[src/rtl/ring_decoder.sv]
// Receive-side checker for a one-hot ring sequence: decodes the position,
// tracks lock on correct advances, and reports/counts one-hot and sequence errors.
module ring_decoder #(
   parameter int WIDTH      = 4,
   parameter int LOCK_COUNT = 4,
   parameter int CNT_W      = 8
) (
   input  logic                     clk,
   input  logic                     rst,
   input  logic                     in_valid,
   input  logic [WIDTH-1:0]         ring_in,
   output logic [$clog2(WIDTH)-1:0] idx,
   output logic                     idx_valid,
   output logic                     locked,
   output logic                     err_onehot,
   output logic                     err_seq,
   output logic [CNT_W-1:0]         wrap_cnt,
   output logic [CNT_W-1:0]         err_cnt
);

   localparam int IDX_W = $clog2(WIDTH);
   localparam int GC_W  = $clog2(LOCK_COUNT + 1);

   localparam logic [1:0] HUNT   = 2'd0;
   localparam logic [1:0] SYNC   = 2'd1;
   localparam logic [1:0] LOCKED = 2'd2;

   logic [1:0]       state_q, state_d;
   logic [WIDTH-1:0] prev_q, prev_d;
   logic [GC_W-1:0]  good_cnt_q, good_cnt_d;
   logic [IDX_W-1:0] idx_q, idx_d;
   logic             err_onehot_q, err_onehot_d;
   logic             err_seq_q, err_seq_d;
   logic [CNT_W-1:0] wrap_cnt_q, wrap_cnt_d;
   logic [CNT_W-1:0] err_cnt_q, err_cnt_d;

   logic             is_onehot;
   logic             is_match;
   logic             is_wrap;
   logic [WIDTH-1:0] expected;
   logic [IDX_W-1:0] sample_idx;
   logic [GC_W-1:0]  good_cnt_inc;

   // Clearing the lowest set bit leaves zero only for a single-bit value.
   always_comb begin
      is_onehot    = (ring_in != '0) && ((ring_in & (ring_in - 1'b1)) == '0);
      expected     = {prev_q[WIDTH-2:0], prev_q[WIDTH-1]};
      is_match     = is_onehot && (ring_in == expected);
      is_wrap      = prev_q[WIDTH-1] && ring_in[0];
      good_cnt_inc = good_cnt_q + GC_W'(1);
      sample_idx   = '0;
      for (int i = 0; i < WIDTH; i++) begin
         if (ring_in[i]) begin
            sample_idx = IDX_W'(i);
         end
      end
   end

   always_comb begin
      state_d      = state_q;
      prev_d       = prev_q;
      good_cnt_d   = good_cnt_q;
      idx_d        = idx_q;
      err_onehot_d = 1'b0;
      err_seq_d    = 1'b0;
      wrap_cnt_d   = wrap_cnt_q;
      err_cnt_d    = err_cnt_q;

      if (in_valid) begin
         if (!is_onehot) begin
            err_onehot_d = 1'b1;
            state_d      = HUNT;
         end else begin
            idx_d  = sample_idx;
            prev_d = ring_in;
            case (state_q)
               HUNT: begin
                  good_cnt_d = '0;
                  state_d    = SYNC;
               end
               SYNC: begin
                  if (is_match) begin
                     good_cnt_d = good_cnt_inc;
                     if (good_cnt_inc == GC_W'(LOCK_COUNT)) begin
                        state_d = LOCKED;
                        if (is_wrap) begin
                           wrap_cnt_d = wrap_cnt_q + CNT_W'(1);
                        end
                     end
                  end else begin
                     err_seq_d  = 1'b1;
                     good_cnt_d = '0;
                  end
               end
               LOCKED: begin
                  if (is_match) begin
                     if (is_wrap) begin
                        wrap_cnt_d = wrap_cnt_q + CNT_W'(1);
                     end
                  end else begin
                     err_seq_d  = 1'b1;
                     good_cnt_d = '0;
                     state_d    = SYNC;
                  end
               end
               default: begin
                  state_d = HUNT;
               end
            endcase
         end

         if ((err_onehot_d || err_seq_d) && (err_cnt_q != '1)) begin
            err_cnt_d = err_cnt_q + CNT_W'(1);
         end
      end
   end

   always_ff @(posedge clk or negedge rst) begin
      if (!rst) begin
         state_q      <= HUNT;
         prev_q       <= '0;
         good_cnt_q   <= '0;
         idx_q        <= '0;
         err_onehot_q <= 1'b0;
         err_seq_q    <= 1'b0;
         wrap_cnt_q   <= '0;
         err_cnt_q    <= '0;
      end else begin
         state_q      <= state_d;
         prev_q       <= prev_d;
         good_cnt_q   <= good_cnt_d;
         idx_q        <= idx_d;
         err_onehot_q <= err_onehot_d;
         err_seq_q    <= err_seq_d;
         wrap_cnt_q   <= wrap_cnt_d;
         err_cnt_q    <= err_cnt_d;
      end
   end

   assign idx        = idx_q;
   assign locked     = (state_q == LOCKED);
   assign idx_valid  = (state_q == LOCKED);
   assign err_onehot = err_onehot_q;
   assign err_seq    = err_seq_q;
   assign wrap_cnt   = wrap_cnt_q;
   assign err_cnt    = err_cnt_q;

endmodule

[config.mk]
export PLATFORM = sky130hd
export DESIGN_NAME = ring_decoder
export DESIGN_NICKNAME = d
export VERILOG_FILES = /design/src/rtl/ring_decoder.sv
export SDC_FILE = /design/constraint.sdc
export NUM_CORES = 1
export LEC_CHECK = 0
export BUFFER_PORTS_ARGS = -buffer_cell sky130_fd_sc_hd__buf_2
export CORE_ASPECT_RATIO = 1.4
export CORE_MARGIN = 2
export CORE_UTILIZATION = 40
export CTS_CLUSTER_SIZE = 25
export DETAILED_ROUTE_END_ITERATION = 10
export GPL_TIMING_DRIVEN = 0
export SYNTH_ARGS = -nofsm -noshare
export SYNTH_HDL_FRONTEND = slang
export SYNTH_SLANG_ARGS = --single-unit
[constraint.sdc]
create_clock -name clk -period 2.05 [get_ports clk]
set_input_delay 0.1025 -clock clk [delete_from_list [all_inputs] [get_ports clk]]
set_output_delay 0.1025 -clock clk [all_outputs]
set_load 0.02 [all_outputs]
# ---- Yosys cells after proc, flatten, opt, wreduce, memory -nomap -nowiden
# Index checks and enable logic that the tools add are counted.
dict set report op_classes {
  n_addsub 4
  eq_ne 12
  muxes 24
  bitwise 1
  n_reduce_logical 16
}
# cell count
set ops {}
lappend ops {{8-bit 2-to-1 mux} 4}
lappend ops {{8-bit by 1-bit adder with 8-bit output (second input constant)} 2}
lappend ops {{8-bit one-hot mux with 2 select lines} 1}
lappend ops {{2-bit 2-to-1 mux} 6}
lappend ops {{1-bit 2-to-1 mux} 9}
lappend ops {{3-bit inequality test (second input constant)} 3}
lappend ops {{3-bit one-hot mux with 3 select lines} 1}
lappend ops {{8-bit inequality test (second input constant)} 1}
lappend ops {{4-bit AND reduction} 2}
lappend ops {{3-bit 2-to-1 mux} 2}
lappend ops {{2-bit inequality test (second input constant)} 3}
lappend ops {{2-bit one-hot mux with 3 select lines} 1}
lappend ops {{6-bit AND reduction} 1}
lappend ops {{4-bit AND} 1}
lappend ops {{4-bit equality test} 1}
lappend ops {{1-bit logical AND} 4}
lappend ops {{4-bit logical NOT} 1}
lappend ops {{2-bit AND reduction} 2}
lappend ops {{4-bit nonzero test} 1}
lappend ops {{4-bit by 1-bit subtractor with 4-bit output (second input constant)} 1}
lappend ops {{3-bit by 1-bit adder with 3-bit output (second input constant)} 1}
lappend ops {{3-bit equality test (second input constant)} 1}
lappend ops {{3-bit nonzero test} 1}
lappend ops {{2-bit by 1-bit equality test with 1-bit output (second input constant)} 1}
lappend ops {{6 further kinds} 6}
dict set report word_totals {
  register_bits 29
  input_bits 7
  output_inout_bits 22
  word_cells 65
}

# ---- Longest topological paths before layout
dict set report logic_depth {
  word_depth 12
  mapped_depth 7
  depth_no_buf 7
}

# ---- Least setup slack after synthesis
# Ideal clock, no wire load.
dict set report synth_path {
  kind {register to register}
  startpoint {reg prev_q[3]}
  endpoint {reg good_cnt_q[2]}
  setup_ps 124
  arrival_time_ps 1804
  required_time_ps 1926
  path_slack_ps 122
  stages_incl_launch_ff 6
  n_path_buf 0
  synth_period_minus_slack_ps 1928
  cell_sequence {dfrtp_1 ha_1 or4_1 o2111ai_2 nor4b_1 a211o_1}
}
dict set report synth_between {
  elab_chain_len 4
  elab_cells_between_ends 6
  classes_between {2 x eq/ne; 2 x mux; 2 x reduce/logical}
}
# item line
set synth_rtl {}
lappend synth_rtl {{from (decl)} 29} ;# logic [WIDTH-1:0] prev_q, prev_d;
lappend synth_rtl {{from (signal assigned)} 130} ;# prev_q <= prev_d;
lappend synth_rtl {{4-bit equality test (*)} 48} ;# is_match = is_onehot && (ring_in == expected);
lappend synth_rtl {{1-bit logical AND (*)} 48}
lappend synth_rtl {{3-bit 2-to-1 mux / 2-bit inequality test (equally long branches)} -}
lappend synth_rtl {{3-bit one-hot mux with 3 select lines / 4-bit AND reduction (equally long branches)} -}
lappend synth_rtl {{to (signal assigned)} 131} ;# good_cnt_q <= good_cnt_d;
lappend synth_rtl {{to (decl)} 30} ;# logic [GC_W-1:0] good_cnt_q, good_cnt_d;
# Mark *: on every way between the ends. The rest lies on a longest branch, timed or not.
# A chain may end at the register's enable or synchronous reset.

# ---- Worst setup path in the final report
dict set report layout_path {
  startpoint {reg prev_q[3]}
  endpoint {reg err_cnt_q[1] (netlist: err_cnt[1])}
}
dict set report layout_between {
  elab_chain_len 9
}
# item line
set layout_rtl {}
lappend layout_rtl {{4-bit equality test} 48}
lappend layout_rtl {{1-bit logical AND} 48}
lappend layout_rtl {{1-bit 2-to-1 mux} {82, 96}}
lappend layout_rtl {{1-bit 2-to-1 mux} -}
lappend layout_rtl {{1-bit 2-to-1 mux} 70} ;# if (!is_onehot) begin
lappend layout_rtl {{1-bit 2-to-1 mux} 69} ;# if (in_valid) begin
lappend layout_rtl {{1-bit logical OR} 112} ;# if ((err_onehot_d || err_seq_d) && (err_cnt_q != '1)) begin
lappend layout_rtl {{1-bit logical AND} 112}
lappend layout_rtl {{2-bit AND reduction (no line)} -}
lappend layout_rtl {{to (signal assigned)} 136} ;# err_cnt_q <= err_cnt_d;
lappend layout_rtl {{to (decl)} 35} ;# logic [CNT_W-1:0] err_cnt_q, err_cnt_d;
# Every way passes these cells. The select of a mux whose other input is x is not followed.

==> out/qor.yml <==
critical_path:
  cp_max_fo: 8
  timing.rr.start: "prev_q[3]"
  cp_slowest_stage_delay_ns: 0.61
  reg2reg_depth: 4
  crit_required_ns: 2.21
  r2r_setup_slack_ns: 0.11
  path_class: "reg -> reg"
  worst_setup_path_start_kind: "flop"
  end_kind: "flop"
  arrival_ns: 2.10
  path_cells: "ha_4 -> o41ai_1 -> a21oi_2 -> mux2_2"
  cp_slowest_cell: "o41ai_1"
  r2r_end: "err_cnt[1]"
timing:
  setup_viol: 0
  slew_viol_final: 0
  relSlewSlack: 0.574
  period_share: 0.945
  tns_ns: 0
  fin_crit_ns: 1.94
  max_freq_mhz: 516
  worstMarginPinSlew_ns: 0.639
  hold_viol_final: 0
  fin_skew_ns: 0.00358
placed_design:
  place_hpwl_um: 2150
  place.gp.congestion: 0.774
  numPortBuffers: 26
global_routing:
  busiest_layer: "met2"
  use_met1: 0.179
  grt_antenna_before_repair: 0
  grt_pass1_vias: 1152
  grtUsageMet2: 0.265
  grt_pass1_wl_um: 5350
  met3_usage: 0.0517
  grt_usage: 0.155
  grt_overflow: 0
  grt_max_degree: 30
die:
  pin_count: 29
  start_util: 0.420
  core_region_area_um2: 3710
  row_count: 26
  dieHeight_um: 77.8
  die_area_um2: 4420
  die_w_um: 56.7
cells_and_area:
  drive_gt1_frac: 0.299
  layout_common_cells: "29 x dfrtp_1, 27 x buf_2, 16 x nand2_1"
  fin_nets: 193
  mostFrequentLayoutCell: "dfrtp_1"
  seq_area_um2: 726
  multiInputGateArea_um2: 853
  fillerInstances: 349
  area_delta_synth_final_pct: 25.5
  antennaDiodeCount: 0
yosys:
  synth_edf_count: 0
  yosysSeqAreaShare: 0.466
  synth_cell_types: 36
  synth_top_area_share: 0.466
  synth_cells: 141
  synth-main-ff-cell: "dfrtp_1"
  netlist_area_um2: 1560
  synth-seq-cells: 29
  async_flop_share: 1.00
  yosysWarnings: 0
  yosysTopAreaCell: "dfrtp_1"
  syn_nets: 158
  syn_avg_cell_area_um2: 11.0
  synthTopCellsByArea: "dfrtp_1 47%, ha_1 8.0%, xor2_1 5.6%"
job:
  cap_violations: 0
status:
  status: "finished clean"
detailed_routing:
  dr.pass1.iters: 4
  drcViolationCount: 0
  wirelength_um: 3000
  post_drt_via_cell_ratio: 5.14
  ant_nets: 0
  first_iter_violations: 27
  wl_per_cell_um: 13.7
  num_vias: 1125
hold_path:
  hold_class: "in -> reg"
  hp-start: "ring_in[2]"
  holdPathStages: 2
  whs_endpoint: "prev_q[2]"
clock_tree:
  cts-buffers-inserted: 5
  clk_pin_slew_ns: 0.06
  root_buffer: "clkbuf_8"
  clock-sinks: 29
  cts_tree: "done"
  clockBufferDepth: 2
  htreeDepth: 2
  insertion_delay_ns: 0.27
power:
  power_uw: 1890
  p_per_area_nw_per_um2: 967
  ir_drop_mv: 0.689
  leakage_uw: 0.000951
Yosys cell counts, drive strengths merged (2+ instances only):
cell type / number
nand2: 16
buf: 2
xnor2: 9
o21ai: 4
nor2: 10
dfrtp: 29
mux2: 6
nand3: 7
nor3: 3
xor2: 10
nand4: 3
or4b: 2
ha: 10
nor4: 3
inv: 8
worst max-delay path, delay by kind of cell (launching register included):
| family | cells | cell delay (ns) |
|---|---|---|
| AOI/OAI and AO/OA | 2 | 0.85 |
| adders and majority gates | 1 | 0.24 |
| DFF | 1 | 0.41 |
| muxes | 1 | 0.32 |
power breakdown:
group / switching, µW / internal, µW / total [µW]
clock: 207 / 396 / 603
combinational: 294 / 206 / 500
sequential: 112 / 675 / 788
per-layer routing:
metal  vias to the layer above  part of all wire
li1                        558                 -
met2                        21              0.52
met3                         5             0.042
met1                       541              0.42
met4                         0             0.014
met5                         -                 0
registers in the layout, indices dropped and copies added (netlist names):
name and flops:
idx 2, prev_q 4, good_cnt_q 3, state_q 2, err_seq 1, wrap_cnt 8
err_onehot 1, err_cnt 8
worst max-delay path by stage:
stage,start,cells past startpoint,slack (ns),to
6_report,prev_q[3],4,0.11,err_cnt[1]
5_1_grt,state_q[1],7,-0.001,wrap_cnt[7]
4_1_cts,prev_q[3],4,0.02,err_cnt[1]
3_5_place_dp,prev_q[3],5,-0.05,wrap_cnt[7]
3_3_place_gp,prev_q[3],5,-0.03,wrap_cnt[7]
2_1_floorplan,prev_q[3],5,0.12,good_cnt_q[2]
what timing repair did:
action	in CTS	in global routing
pin swaps	0	2
gates resized for setup	3	6
setup endpoints to repair	3	8
hold buffers	1	0
setup buffers	0	1
gates cloned	0	0
endpoints found under the hold margin	29	0
cell families (layout without fill, tap and decap cells):
family	Yosys count	after routing	synth area share
compound gates	16	16	0.0916
xor+xnor	19	19	0.107
fa+ha+maj	10	10	0.0803
buf+inv	11	47	0.0297
flops	29	29	0.466
mux	6	6	0.0434
simple gates	50	50	0.182
cell type report:
class                   instances  area share
repair buffers                 28      0.0819
clock buffers                   7      0.0442
well taps                      42      0.0269
flip-flops and latches         29       0.371
multi-input cells             101       0.437
clock inverters                 1      0.0154
plain buffers                   3     0.00832
inverters                       8      0.0154
through the flow:
step | cells | util | hold slack (ns) | area, µm² | worst slack [ns]
floorplan | 141 | - | -0.193 | 1560 | 0.122
global placement | 209 | 0.469 | 0.164 | 1740 | -0.0299
detailed placement | 209 | 0.469 | 0.179 | 1740 | -0.0496
CTS | 218 | 0.510 | 0.154 | 1890 | 0.0227
global route | 219 | 0.527 | 0.162 | 1950 | -0.00146
finish | 219 | 0.527 | 0.165 | 1950 | 0.112
Note: power is estimated with default switching activity, not from simulation.
